### config.mk
export PLATFORM = sky130hd
export DESIGN_NAME = mem_access_ctrl
export DESIGN_NICKNAME = d
export VERILOG_FILES = /design/src/rtl/mem_access_ctrl.sv
export SDC_FILE = /design/constraint.sdc
export NUM_CORES = 1
export LEC_CHECK = 0
export CORE_UTILIZATION = 45
export CTS_BUF_LIST = sky130_fd_sc_hd__clkbuf_8
export DETAILED_ROUTE_END_ITERATION = 7
export PLACE_DENSITY = 0.8
export SKIP_CTS_REPAIR_TIMING = 1
export SLEW_MARGIN = 20
export SYNTH_ARGS = -nofsm -noshare
export SYNTH_HDL_FRONTEND = slang
export SYNTH_SLANG_ARGS = --single-unit
export TNS_END_PERCENT = 5
### constraint.sdc
create_clock -name clk -period 2.2 [get_ports clk]
set_clock_uncertainty 0.15 [all_clocks]
set_input_delay 0.44 -clock clk [delete_from_list [all_inputs] [get_ports clk]]
set_output_delay 0.44 -clock clk [all_outputs]
set_load 0.01 [all_outputs]
### src/rtl/mem_access_ctrl.sv
// Load/store unit bus sequencer: aligns, issues and retires one memory op at a time.
// Tracks the LL/SC reservation bit and reports AdEL/AdES/BUS faults.
module mem_access_ctrl #(
    parameter int TIMEOUT_CYC = 16,
    parameter bit LLBIT_EN    = 1'b1
) (
    input  logic        clk,
    input  logic        rst,
    input  logic        req_valid_i,
    input  logic [3:0]  op_i,
    input  logic [31:0] addr_i,
    input  logic [31:0] wdata_i,
    input  logic        flush_i,
    input  logic        llclr_i,
    output logic        bus_req_o,
    output logic        bus_we_o,
    output logic [31:0] bus_addr_o,
    output logic [3:0]  bus_sel_o,
    output logic [31:0] bus_wdata_o,
    input  logic        bus_ack_i,
    input  logic        bus_err_i,
    input  logic [31:0] bus_rdata_i,
    output logic        stallreq_o,
    output logic        done_o,
    output logic [31:0] rdata_o,
    output logic [1:0]  exc_o,
    output logic [31:0] badvaddr_o
);

    localparam logic [3:0] OP_LB  = 4'd0;
    localparam logic [3:0] OP_LBU = 4'd1;
    localparam logic [3:0] OP_LH  = 4'd2;
    localparam logic [3:0] OP_LHU = 4'd3;
    localparam logic [3:0] OP_LW  = 4'd4;
    localparam logic [3:0] OP_SB  = 4'd5;
    localparam logic [3:0] OP_SH  = 4'd6;
    localparam logic [3:0] OP_SW  = 4'd7;
    localparam logic [3:0] OP_LL  = 4'd8;
    localparam logic [3:0] OP_SC  = 4'd9;

    localparam logic [1:0] EXC_NONE = 2'd0;
    localparam logic [1:0] EXC_ADEL = 2'd1;
    localparam logic [1:0] EXC_ADES = 2'd2;
    localparam logic [1:0] EXC_BUS  = 2'd3;

    localparam logic [7:0] LP_TMO_LAST = 8'(TIMEOUT_CYC - 1);

    typedef enum logic [1:0] {
        S_IDLE,
        S_BUSY,
        S_ABORT,
        S_DONE
    } state_t;

    state_t      r_state;
    state_t      w_next;

    logic [3:0]  r_op;
    logic [31:0] r_addr;
    logic [31:0] r_wdata;
    logic [31:0] r_rdata;
    logic [31:0] r_badv;
    logic [1:0]  r_exc;
    logic [7:0]  r_cnt;
    logic        r_llbit;

    logic        w_in_valid;
    logic        w_in_store;
    logic        w_in_misal;
    logic        w_sc_early;
    logic        w_early;
    logic        w_accept;
    logic        w_tmo;
    logic        w_end;
    logic        w_fail;

    logic [3:0]  w_sel;
    logic [31:0] w_bwdata;
    logic        w_we;
    logic [7:0]  w_byte;
    logic [15:0] w_half;
    logic [31:0] w_ldata;

    // Classification of the op waiting at the stage input
    always_comb begin
        w_in_valid = 1'b1;
        w_in_store = 1'b0;
        w_in_misal = 1'b0;
        case (op_i)
            OP_LB, OP_LBU: begin
                w_in_misal = 1'b0;
            end
            OP_LH, OP_LHU: begin
                w_in_misal = addr_i[0];
            end
            OP_LW, OP_LL: begin
                w_in_misal = |addr_i[1:0];
            end
            OP_SB: begin
                w_in_store = 1'b1;
            end
            OP_SH: begin
                w_in_store = 1'b1;
                w_in_misal = addr_i[0];
            end
            OP_SW, OP_SC: begin
                w_in_store = 1'b1;
                w_in_misal = |addr_i[1:0];
            end
            default: begin
                w_in_valid = 1'b0;
            end
        endcase
    end

    assign w_sc_early = (op_i == OP_SC) & ~r_llbit;
    assign w_early    = ~w_in_valid | w_in_misal | w_sc_early;
    assign w_accept   = (r_state == S_IDLE) & req_valid_i & ~flush_i;

    // Counter holds (BUSY cycle index - 1), so the last allowed cycle ends it
    assign w_tmo  = (r_cnt == LP_TMO_LAST);
    assign w_end  = bus_ack_i | bus_err_i | w_tmo;
    assign w_fail = bus_err_i | (w_tmo & ~bus_ack_i);

    // Lane selection and store replication from the latched op
    always_comb begin
        w_sel    = 4'b1111;
        w_bwdata = r_wdata;
        w_we     = 1'b0;
        case (r_op)
            OP_LB, OP_LBU: begin
                w_sel = 4'b0001 << r_addr[1:0];
            end
            OP_LH, OP_LHU: begin
                w_sel = r_addr[1] ? 4'b1100 : 4'b0011;
            end
            OP_SB: begin
                w_we     = 1'b1;
                w_sel    = 4'b0001 << r_addr[1:0];
                w_bwdata = {4{r_wdata[7:0]}};
            end
            OP_SH: begin
                w_we     = 1'b1;
                w_sel    = r_addr[1] ? 4'b1100 : 4'b0011;
                w_bwdata = {2{r_wdata[15:0]}};
            end
            OP_SW, OP_SC: begin
                w_we = 1'b1;
            end
            default: begin
                w_we = 1'b0;
            end
        endcase
    end

    always_comb begin
        w_byte = bus_rdata_i[7:0];
        case (r_addr[1:0])
            2'd0: w_byte = bus_rdata_i[7:0];
            2'd1: w_byte = bus_rdata_i[15:8];
            2'd2: w_byte = bus_rdata_i[23:16];
            2'd3: w_byte = bus_rdata_i[31:24];
            default: w_byte = bus_rdata_i[7:0];
        endcase
    end

    assign w_half = r_addr[1] ? bus_rdata_i[31:16] : bus_rdata_i[15:0];

    always_comb begin
        w_ldata = 32'd0;
        case (r_op)
            OP_LB:        w_ldata = {{24{w_byte[7]}}, w_byte};
            OP_LBU:       w_ldata = {24'd0, w_byte};
            OP_LH:        w_ldata = {{16{w_half[15]}}, w_half};
            OP_LHU:       w_ldata = {16'd0, w_half};
            OP_LW, OP_LL: w_ldata = bus_rdata_i;
            OP_SC:        w_ldata = 32'd1;
            default:      w_ldata = 32'd0;
        endcase
    end

    always_ff @(posedge clk or negedge rst) begin
        if (!rst) begin
            r_state <= S_IDLE;
        end else begin
            r_state <= w_next;
        end
    end

    // A flush that lands on the bus cycle's last beat needs no ABORT wait
    always_comb begin
        w_next = r_state;
        case (r_state)
            S_IDLE: begin
                if (w_accept) begin
                    w_next = w_early ? S_DONE : S_BUSY;
                end
            end
            S_BUSY: begin
                unique case (1'b1)
                    flush_i & w_end:  w_next = S_IDLE;
                    flush_i & ~w_end: w_next = S_ABORT;
                    ~flush_i & w_end: w_next = S_DONE;
                    default:          w_next = S_BUSY;
                endcase
            end
            S_ABORT: begin
                if (w_end) begin
                    w_next = S_IDLE;
                end
            end
            S_DONE: begin
                w_next = S_IDLE;
            end
            default: begin
                w_next = S_IDLE;
            end
        endcase
    end

    always_comb begin
        bus_req_o   = 1'b0;
        bus_we_o    = 1'b0;
        bus_addr_o  = 32'd0;
        bus_sel_o   = 4'd0;
        bus_wdata_o = 32'd0;
        stallreq_o  = 1'b0;
        done_o      = 1'b0;
        rdata_o     = 32'd0;
        exc_o       = EXC_NONE;
        badvaddr_o  = 32'd0;
        case (r_state)
            S_IDLE: begin
                stallreq_o = req_valid_i & ~flush_i;
            end
            S_BUSY, S_ABORT: begin
                bus_req_o   = 1'b1;
                bus_we_o    = w_we;
                bus_addr_o  = {r_addr[31:2], 2'b00};
                bus_sel_o   = w_sel;
                bus_wdata_o = w_bwdata;
                stallreq_o  = 1'b1;
            end
            S_DONE: begin
                done_o     = 1'b1;
                rdata_o    = r_rdata;
                exc_o      = r_exc;
                badvaddr_o = r_badv;
            end
            default: begin
                stallreq_o = 1'b0;
            end
        endcase
    end

    always_ff @(posedge clk or negedge rst) begin
        if (!rst) begin
            r_op    <= 4'd0;
            r_addr  <= 32'd0;
            r_wdata <= 32'd0;
            r_rdata <= 32'd0;
            r_badv  <= 32'd0;
            r_exc   <= EXC_NONE;
            r_cnt   <= 8'd0;
        end else begin
            case (r_state)
                S_IDLE: begin
                    if (w_accept) begin
                        r_op    <= op_i;
                        r_addr  <= addr_i;
                        r_wdata <= wdata_i;
                        r_cnt   <= 8'd0;
                        r_rdata <= 32'd0;
                        if (w_in_misal) begin
                            r_exc  <= w_in_store ? EXC_ADES : EXC_ADEL;
                            r_badv <= addr_i;
                        end else begin
                            r_exc  <= EXC_NONE;
                            r_badv <= 32'd0;
                        end
                    end
                end
                S_BUSY: begin
                    r_cnt <= r_cnt + 8'd1;
                    if (!flush_i) begin
                        if (w_fail) begin
                            r_exc  <= EXC_BUS;
                            r_badv <= r_addr;
                        end else if (bus_ack_i) begin
                            r_rdata <= w_ldata;
                        end
                    end
                end
                S_ABORT: begin
                    r_cnt <= r_cnt + 8'd1;
                end
                default: begin
                    r_cnt <= r_cnt;
                end
            endcase
        end
    end

    // Reservation updates retire with done_o; a flush in DONE discards them
    always_ff @(posedge clk or negedge rst) begin
        if (!rst) begin
            r_llbit <= 1'b0;
        end else if (!LLBIT_EN || llclr_i) begin
            r_llbit <= 1'b0;
        end else if (r_state == S_DONE && !flush_i && r_exc == EXC_NONE) begin
            if (r_op == OP_LL) begin
                r_llbit <= 1'b1;
            end else if (r_op == OP_SC && r_rdata[0]) begin
                r_llbit <= 1'b0;
            end
        end
    end

endmodule

Word-level counts from Yosys, hierarchy flattened
Cells that the tools add are included.
{"block": "word_totals", "rom_bits": 0, "latch_bits": 0, "mem_count": 0, "output_inout_bits": 138, "register_bits": 145, "ramBits": 0, "inputBits": 107}
{"block": "op_classes", "n_div": 0, "magnitude_cmp": 0, "n_mux": 47, "bitwise_logic": 18, "n_reduce_logical": 29, "addsub": 1, "shifts": 1, "n_eq_ne": 31, "multipliers": 0}
{"cell": "$mux 32", "count": 12}
{"cell": "$pmux 32 s2", "count": 3}
{"cell": "$pmux 32 s6", "count": 1}
{"cell": "$eq 4x3->1 const B", "count": 8}
{"cell": "$pmux 8 s4", "count": 1}
{"cell": "$mux 2", "count": 9}
{"cell": "$eq 4x2->1 const B", "count": 4}
{"cell": "$eq 4x4->1 const B", "count": 4}
{"cell": "$mux 16", "count": 1}
{"cell": "$pmux 8 s2", "count": 1}
{"cell": "$ne 2x2->1 const B", "count": 6}
{"cell": "$reduce_or 4->1", "count": 3}
{"cell": "$mux 1", "count": 10}
{"cell": "$reduce_or 10->1", "count": 1}
{"cell": "$reduce_or 3->1", "count": 3}
{"cell": "$add 8x1->8 const B", "count": 1}
{"cell": "$and 1x1->1", "count": 8}
{"cell": "$eq 2x2->1 const B", "count": 4}
{"cell": "$eq 4x1->1 const B", "count": 2}
{"cell": "$eq 8x4->1 const B", "count": 1}
{"cell": "$logic_not 4->1", "count": 2}
{"cell": "$mux 4", "count": 2}
{"cell": "$mux 8", "count": 1}
{"cell": "$pmux 2 s4", "count": 1}
{"cell": "other kinds (17)", "count": 38}

Longest topological paths before layout
Gate-level depths: netlist (run 1).
{"block": "logic_depth", "depth_word": 9, "ltp_mapped": 9, "depth_no_buf": 6}

Worst setup path after synthesis (run 1)
No wires, ideal clock.
{"block": "synth_path", "path_kind": "flip-flop to output port", "from": "register r_op[2]", "to": "output port bus_wdata_o[29]", "arrival_ps": 1757, "stages_incl_launch_ff": 7, "setup_slack_ps": -147, "n_path_buf": 3, "cell_sequence": "dfrtp_1 -> clkbuf_1 -> nor4bb_1 -> clkbuf_1 -> buf_2 -> a22oi_1 -> a21oi_1"}
{"block": "synth_via", "elab_chain_len": 3}
{"item": "from (decl)", "line": "58", "source": "logic [3:0] r_op;"}
{"item": "from (signal assigned)", "line": "269", "source": "r_op <= op_i;"}
{"item": "$eq 4x3->1", "line": "130", "source": "case (r_op)"}
{"item": "$pmux 32 s2 *", "line": "130"}
{"item": "$mux 32 *", "line": "232", "source": "case (r_state)"}
{"item": "to (decl)", "line": "19", "source": "output logic [31:0] bus_wdata_o,"}
Mark *: on every way between the ends. The rest lies on a longest branch, timed or not.

Worst setup path after layout (run 1)
{"block": "layout_path", "from": "register r_op[3]", "to": "output port bus_wdata_o[8]"}
The elaborated chain is that of the path after synthesis.

==> flow_metrics.env, run 1 <==
export IMPL_wirelength_mm=27.0
export IMPL_crit_path_top_delay_cell="dfrtp_2"
export IMPL_post_route_period_util_pct=116
export IMPL_crit_required_ns=1.61
export IMPL_synthFlopType="dfrtp_1"
export IMPL_initial_core_util_pct=46.0
export IMPL_clk_pin_slew_ns=0.09
export IMPL_path_cells="nor4bb_4 > buf_6 > clkbuf_16 > mux2i_2 > nor2_1 > clkbuf_2"
export IMPL_drive_above_1_share_pct=24.4
export IMPL_cap_viol_max_count=0
export IMPL_async_flop_share_pct=100
export IMPL_cp_num_buf_inv=3
export IMPL_drt_iter0_markers=743
export IMPL_yosysMostFrequentCell="nand2_1"
export IMPL_drt_first_pass_iters=5
export IMPL_fp_dieH_um=137
export IMPL_portBuffers=242
export IMPL_clk_latency_ns=0.44
export IMPL_timing_setup_tns_ns=-17.02
export IMPL_die_area_sq_um=18900
export IMPL_hpwl_mm=18.0
export IMPL_layout_nets=1399
export IMPL_fmaxAchievable_mhz=392
export IMPL_placementRows=49
export IMPL_p_leak_nw=5.54
export IMPL_area_growth_syn_to_layout_pct=42.1
export IMPL_hold_violations=0
export IMPL_synthCells=1011
export IMPL_violations="negative setup slack"
export IMPL_cts_buffer_depth=2
export IMPL_synth_edf_count=0
export IMPL_outcome="finished with violations"
export IMPL_power_density_nw_per_um2=1460
export IMPL_cp_max_fo=6
export IMPL_grt_pass1_wl_mm=39.9
export IMPL_worst_ir_drop_vdd_mv=0.711
export IMPL_ant_nets=0
export IMPL_die_w_um=137
export IMPL_setup_violations=114
export IMPL_ios=245
export IMPL_post_drt_wl_per_cell_um=17.7
export IMPL_end_kind="primary output"
export IMPL_cts_tree="yes"
export IMPL_slew_viol_final=0
export IMPL_setup_ws_ns=-0.352
export IMPL_arrival_ns=1.96
export IMPL_pre_cts_slack_ns=-0.343
export IMPL_cts_sink_count=145
export IMPL_coreArea_sq_um=18000
export IMPL_startpoint_type="register"
export IMPL_grt_max_degree=74
export IMPL_gp_congestion=0.840
export IMPL_htree_levels=4
export IMPL_reg2reg_slack_ns=0
export IMPL_utilization_pct=65.3
export IMPL_final_min_clock_period_ns=2.55
export IMPL_grt_pass1_vias=7871
export IMPL_hold_class="reg -> reg"
export IMPL_vias=8491
export IMPL_criticalPathCategory="reg -> out"
export IMPL_cts_buffers=17
export IMPL_synth_cell_types=53
export IMPL_clockRootBuffer="clkbuf_8"
export IMPL_overflow=0
export IMPL_route_detailed_drc=0
export IMPL_antenna_found_initial=0
export IMPL_ys_ff_latch=145
export IMPL_slew_headroom_pct=53.6
export IMPL_fillers=1481
export IMPL_avgViaCountPerCell=5.56
export IMPL_cp_top_family="buffers and inverters"
export IMPL_synth_top_area_share_pct=43.9
export IMPL_synth_top_area_cell="dfrtp_1"
export IMPL_worstMarginPinSlew_ns=0.695
export IMPL_yosysWarnings=0
export IMPL_diodes=0
export IMPL_ys_seq_area_share_pct=43.9
export IMPL_slowest_delay_ns=0.45
export IMPL_synth_common_cells="nand2_1, dfrtp_1, and2_1"
export IMPL_synth_top_cells_by_area="dfrtp_1, nand2_1, and2_1"
export IMPL_syn_area_sq_um=8260
export IMPL_rsz0062_at_grt="yes"
export IMPL_syn_area_per_cell_sq_um=8.17
export IMPL_grt_use_total_pct=27.3
[worst reg2reg max path: stages (launching register included)]
cell and delay [ns]:
dfrtp_2 0.45, buf_4 0.20, or3b_2 0.53, buf_4 0.17, o32ai_2 0.17, buf_12 0.18
a21oi_1 0.10, o21ai_0 0.17
[cells in the final DEF (no fill, tap or decap), drive strengths merged, types with 6 or more instances in the layout]
cell,synthesis,layout
nor2b,33,33
a22o,8,8
nand2b,6,6
mux2i,14,14
ha,6,6
a31oi,34,34
dfrtp,145,145
o21ai,78,78
a211oi,6,6
and2,107,107
clkbuf,57,112
a21oi,85,85
dlymetal6s2s,0,8
mux4,8,8
a22oi,8,8
a221oi,8,8
nor2,23,23
buf,27,131
clkdlybuf4s50,0,105
nand2,294,294
inv,12,14
[flip-flops by register name (all words and copies together), names as in the netlist]
signal / count
r_state: 2
r_cnt: 8
r_exc: 2
r_addr: 32
r_llbit: 1
r_rdata: 32
r_badv: 32
r_wdata: 32
r_op: 4
[report_power, final]
group	switching (mW)	total, mW	internal, mW
Sequential	0.930	4.85	3.92
Clock	1.05	2.43	1.38
Combinational	5.34	9.90	4.56
[worst paths after layout]
kind / startpoint / to / cells past startpoint
max: r_op[3]$_DFFE_PN0P_ / bus_wdata_o[8] / 6
min: r_rdata[2]$_DFFE_PN0P_ / r_rdata[2]$_DFFE_PN0P_ / 2
max reg2reg: r_op[3]$_DFFE_PN0P_ / r_rdata[1]$_DFFE_PN0P_ / 7
min reg2reg: r_rdata[2]$_DFFE_PN0P_ / r_rdata[2]$_DFFE_PN0P_ / 2
max in group asynchronous: rst / r_addr[25]$_DFFE_PN0P_ / 3
min in group asynchronous: rst / r_badv[7]$_DFFE_PN0P_ / 2
[metrics by stage]
step                total power, mW  hold WS [ns]  area (sq um)  instances
floorplan                      9.78      -0.00559          8280       1012
global placement               14.3         0.260         11400       1480
detailed placement             14.6         0.261         11400       1480
CTS                            17.1        -0.213         11900       1512
global route                   18.3         0.348         11700       1528
finish                         17.2         0.329         11700       1528
[metal layers]
| metal | vias to the layer above | track usage (%) | routed length [um] |
|---|---|---|---|
| met4 | 0 | 10.6 | 752 |
| met5 | - | 0 | 0 |
| met3 | 58 | 4.45 | 1900 |
| met1 | 4102 | 35.5 | 10900 |
| met2 | 387 | 45.3 | 13500 |
| li1 | 3944 | - | - |
[kinds of logic (layout without fill, tap and decap cells)]
group | after synthesis | in the layout | share of synthesized area [%]
AO/OA/AOI/OAI | 244 | 244 | 17.7
multiplexers | 22 | 22 | 3.88
buffers and inverters | 96 | 383 | 5.00
adder cells (fa/ha/maj) | 7 | 7 | 1.03
XOR/XNOR | 3 | 3 | 0.318
AND/OR/NAND/NOR | 493 | 493 | 28.1
flip-flops | 145 | 145 | 43.9
other | 1 | 2 | 0.0454
[final cells by class]
type / count / area [sq um] / area share (%)
clock inverters: 14 / 213 / 1.81
well taps: 229 / 287 / 2.44
flip-flops and latches: 145 / 3630 / 31.0
inverters: 12 / 45.0 / 0.384
multi-input cells: 771 / 4440 / 37.8
clock buffers: 18 / 248 / 2.11
repair buffers: 339 / 2870 / 24.5
No activity file was read; power rests on OpenSTA's default activity.
==> run 2, diff against run 1 <==
--- a/config.mk
+++ b/config.mk
@@ -5,10 +5,10 @@
 export SDC_FILE = /design/constraint.sdc
 export NUM_CORES = 1
 export LEC_CHECK = 0
-export CORE_UTILIZATION = 45
+export CORE_UTILIZATION = 49
 export CTS_BUF_LIST = sky130_fd_sc_hd__clkbuf_8
 export DETAILED_ROUTE_END_ITERATION = 7
-export PLACE_DENSITY = 0.8
+export PLACE_DENSITY = 0.83
 export SKIP_CTS_REPAIR_TIMING = 1
 export SLEW_MARGIN = 20
 export SYNTH_ARGS = -nofsm -noshare
==> constraint.sdc (replaced) <==
create_clock -name clk -period 2.7 [get_ports clk]
set_clock_uncertainty 0.15 [all_clocks]
set_input_delay 0.54 -clock clk [delete_from_list [all_inputs] [get_ports clk]]
set_output_delay 0.54 -clock clk [all_outputs]
set_load 0.01 [all_outputs]
==> run 2 against run 1 <==
  * The run still ends with negative setup slack left
  * Core utilization increased by 6.9 points
  * Global-route usage increased by 2.0 points
  * Register-to-register slack better by 0.22 ns
  * Non-clock buffer count is 43 lower
  * Clock power decreased by 21%
  * Final cell count shrank 3.3%
  * Largest cell class unchanged
==> flow_metrics.env, run 2 (synthesis results as in run 1) <==
export IMPL_slew_viol_final=0
export IMPL_utilization_pct=72.2
export IMPL_ff2ff_path_depth=8
export IMPL_avgViaCountPerCell=5.67
export IMPL_cp_top_family="buffers and inverters"
export IMPL_hold_class="reg -> reg"
export IMPL_clk_latency_ns=0.44
export IMPL_initial_core_util_pct=50.0
export IMPL_fillers=1205
export IMPL_cap_viol_max_count=0
export IMPL_end_kind="primary output"
export IMPL_rr_startpoint="r_state[0]$_DFFE_PN0P_"
export IMPL_pwr_share_clk_pct=14.2
export IMPL_arrival_ns=2.30
export IMPL_criticalPathCategory="reg -> out"
export IMPL_p_switching_mw=5.67
export IMPL_outcome="finished with violations"
export IMPL_violations="negative setup slack"
export IMPL_drt_iter0_markers=804
export IMPL_crit_cells=6
export IMPL_fp_dieH_um=132
export IMPL_worst_ir_drop_vdd_mv=0.572
export IMPL_post_route_period_util_pct=111
export IMPL_layout_nets=1356
export IMPL_cp_endpoint="bus_wdata_o[8]"
export IMPL_finalPower_mw=13.5
export IMPL_multiInputGateArea_sq_um=4360
export IMPL_hold_depth=2
export IMPL_setup_ws_ns=-0.289
export IMPL_fmaxAchievable_mhz=335
export IMPL_post_drt_wl_per_cell_um=17.7
export IMPL_htree_levels=4
export IMPL_dpl_instance_area_sq_um=11000
export IMPL_cp_max_fo=8
export IMPL_wirelength_mm=26.1
export IMPL_portBuffers=242
export IMPL_die_area_sq_um=17400
export IMPL_vias=8368
export IMPL_overflow=0
export IMPL_p_sw_share_pct=42.0
export IMPL_final_min_clock_period_ns=2.99
export IMPL_final_area_sq_um=11900
export IMPL_ant_nets=0
export IMPL_slew_headroom_pct=45.1
export IMPL_cp_num_buf_inv=3
export IMPL_cts_tree="yes"
export IMPL_crit_required_ns=2.01
export IMPL_gp_congestion=0.874
export IMPL_coreArea_sq_um=16500
export IMPL_placementRows=47
export IMPL_hold_violations=0
export IMPL_cts_sink_count=145
export IMPL_ios=245
export IMPL_startpoint="r_op[3]$_DFFE_PN0P_"
export IMPL_crit_path_top_delay_cell="clkdlybuf4s50_1"
export IMPL_intPower_mw=7.84
export IMPL_final_cell_mix="nand2_1, dfrtp_1, clkdlybuf4s50_1"
export IMPL_rr_endpoint="r_rdata[15]$_DFFE_PN0P_"
export IMPL_power_density_nw_per_um2=1130
export IMPL_worstMarginPinSlew_ns=0.823
export IMPL_grt_pass1_vias=8078
export IMPL_grt_use_total_pct=29.3
export IMPL_clockRootBuffer="clkbuf_8"
export IMPL_clk_pin_slew_ns=0.07
export IMPL_regArea_sq_um=3630
export IMPL_layout_commonest_cell="nand2_1"
export IMPL_grt_pass1_wl_mm=40.7
export IMPL_area_growth_syn_to_layout_pct=44.6
export IMPL_p_comb_share_pct=56.6
export IMPL_slowest_delay_ns=0.55
export IMPL_drive_above_1_share_pct=11.0
export IMPL_cts_buffers=17
export IMPL_grt_max_degree=74
export IMPL_setup_violations=30
export IMPL_seqPwrFrac_pct=29.2
export IMPL_path_cells="nor4bb_4 > buf_6 > clkbuf_16 > mux2i_1 > nor2_1 > clkdlybuf4s50_1"
export IMPL_drt_first_pass_iters=5
export IMPL_reg2reg_slack_ns=0.22
export IMPL_startpoint_type="register"
export IMPL_hpwl_mm=17.0
export IMPL_p_leak_nw=6.60
export IMPL_route_detailed_drc=0
export IMPL_rsz0062_at_grt="yes"
export IMPL_antenna_found_initial=2
export IMPL_cts_buffer_depth=2
export IMPL_die_w_um=132
run 2: changes by cell type in the layout (fill, tap and decap cells not counted), moves of 11 or more:
cell	before	now
clkdlybuf4s50_1	105	134
dlymetal6s2s_1	8	97
o21ai_0	56	67
buf_2	32	6
buf_4	65	36
o21ai_1	22	11
clkbuf_2	90	4
run 2: final cells by class:
cell class                 count  area share, %
antenna                        1         0.0210
clock buffer                  21           2.42
clock inverter                11           1.33
inverter                      12          0.377
multi-input combinational    771           36.6
sequential                   145           30.4
tap                          220           2.31
timing repair buffer         296           26.6
run 2: worst min-delay path by stage:
stage,startpoint,to,slack (ns)
after detailed placement,r_wdata[17]$_DFFE_PN0P_,r_wdata[17]$_DFFE_PN0P_,0.31
after global placement,r_rdata[9]$_DFFE_PN0P_,r_rdata[9]$_DFFE_PN0P_,0.30
final,r_rdata[21]$_DFFE_PN0P_,r_rdata[21]$_DFFE_PN0P_,0.33
after CTS,rst,r_badv[30]$_DFFE_PN0P_,-0.08
after floorplan,rst,r_addr[0]$_DFFE_PN0P_,0.09
after global routing,r_wdata[29]$_DFFE_PN0P_,r_wdata[29]$_DFFE_PN0P_,0.35
run 2: stage by stage:
step / setup slack [ns] / instances / hold slack (ns) / TNS (ns)
after CTS: -0.427 / 1460 / -0.0783 / -26.82
final: -0.289 / 1477 / 0.327 / -2.24
after floorplan: 0.253 / 1012 / 0.0944 / 0
after detailed placement: -0.0464 / 1428 / 0.313 / -0.0508
after global placement: -0.0654 / 1428 / 0.304 / -0.0654
after global routing: -0.389 / 1477 / 0.351 / -5.26
run 2: worst reg2reg max path, cell delays in order, from the launching register on:
cell and delay [ns]:
dfrtp_1 0.39, inv_1 0.16, ha_4 0.17, buf_4 0.15
mux2i_1 0.11, a211o_1 0.32, buf_4 0.26, or2_2 0.47
o21ai_0 0.21
run 2: power by group through the flow:
stage	clock network, mW	logic [mW]	registers, mW
floorplan	0	4.26	3.68
global placement	0	7.33	3.87
detailed placement	0	7.51	3.93
CTS	1.95	7.57	3.90
global route	2.03	8.28	4.07
finish	1.93	7.65	3.94
run 2: routing by layer:
metal  up-vias  GRT usage [%]  wire length, um
met1      4058           37.0            10600
met5         -              0                0
li1       3848              -                -
met2       389           48.3            12900
met4         0           16.1              998
met3        73           4.58             1600
==> run 3, diff against run 2 <==
--- a/config.mk
+++ b/config.mk
@@ -5,9 +5,11 @@
 export SDC_FILE = /design/constraint.sdc
 export NUM_CORES = 1
 export LEC_CHECK = 0
+export ABC_AREA = 0
 export CORE_UTILIZATION = 49
 export CTS_BUF_LIST = sky130_fd_sc_hd__clkbuf_8
 export DETAILED_ROUTE_END_ITERATION = 7
+export HOLD_SLACK_MARGIN = 0.02
 export PLACE_DENSITY = 0.83
 export SKIP_CTS_REPAIR_TIMING = 1
 export SLEW_MARGIN = 20
==> results of run 3 <==
The final DEF is identical to that of run 2; final timing and power are the same.
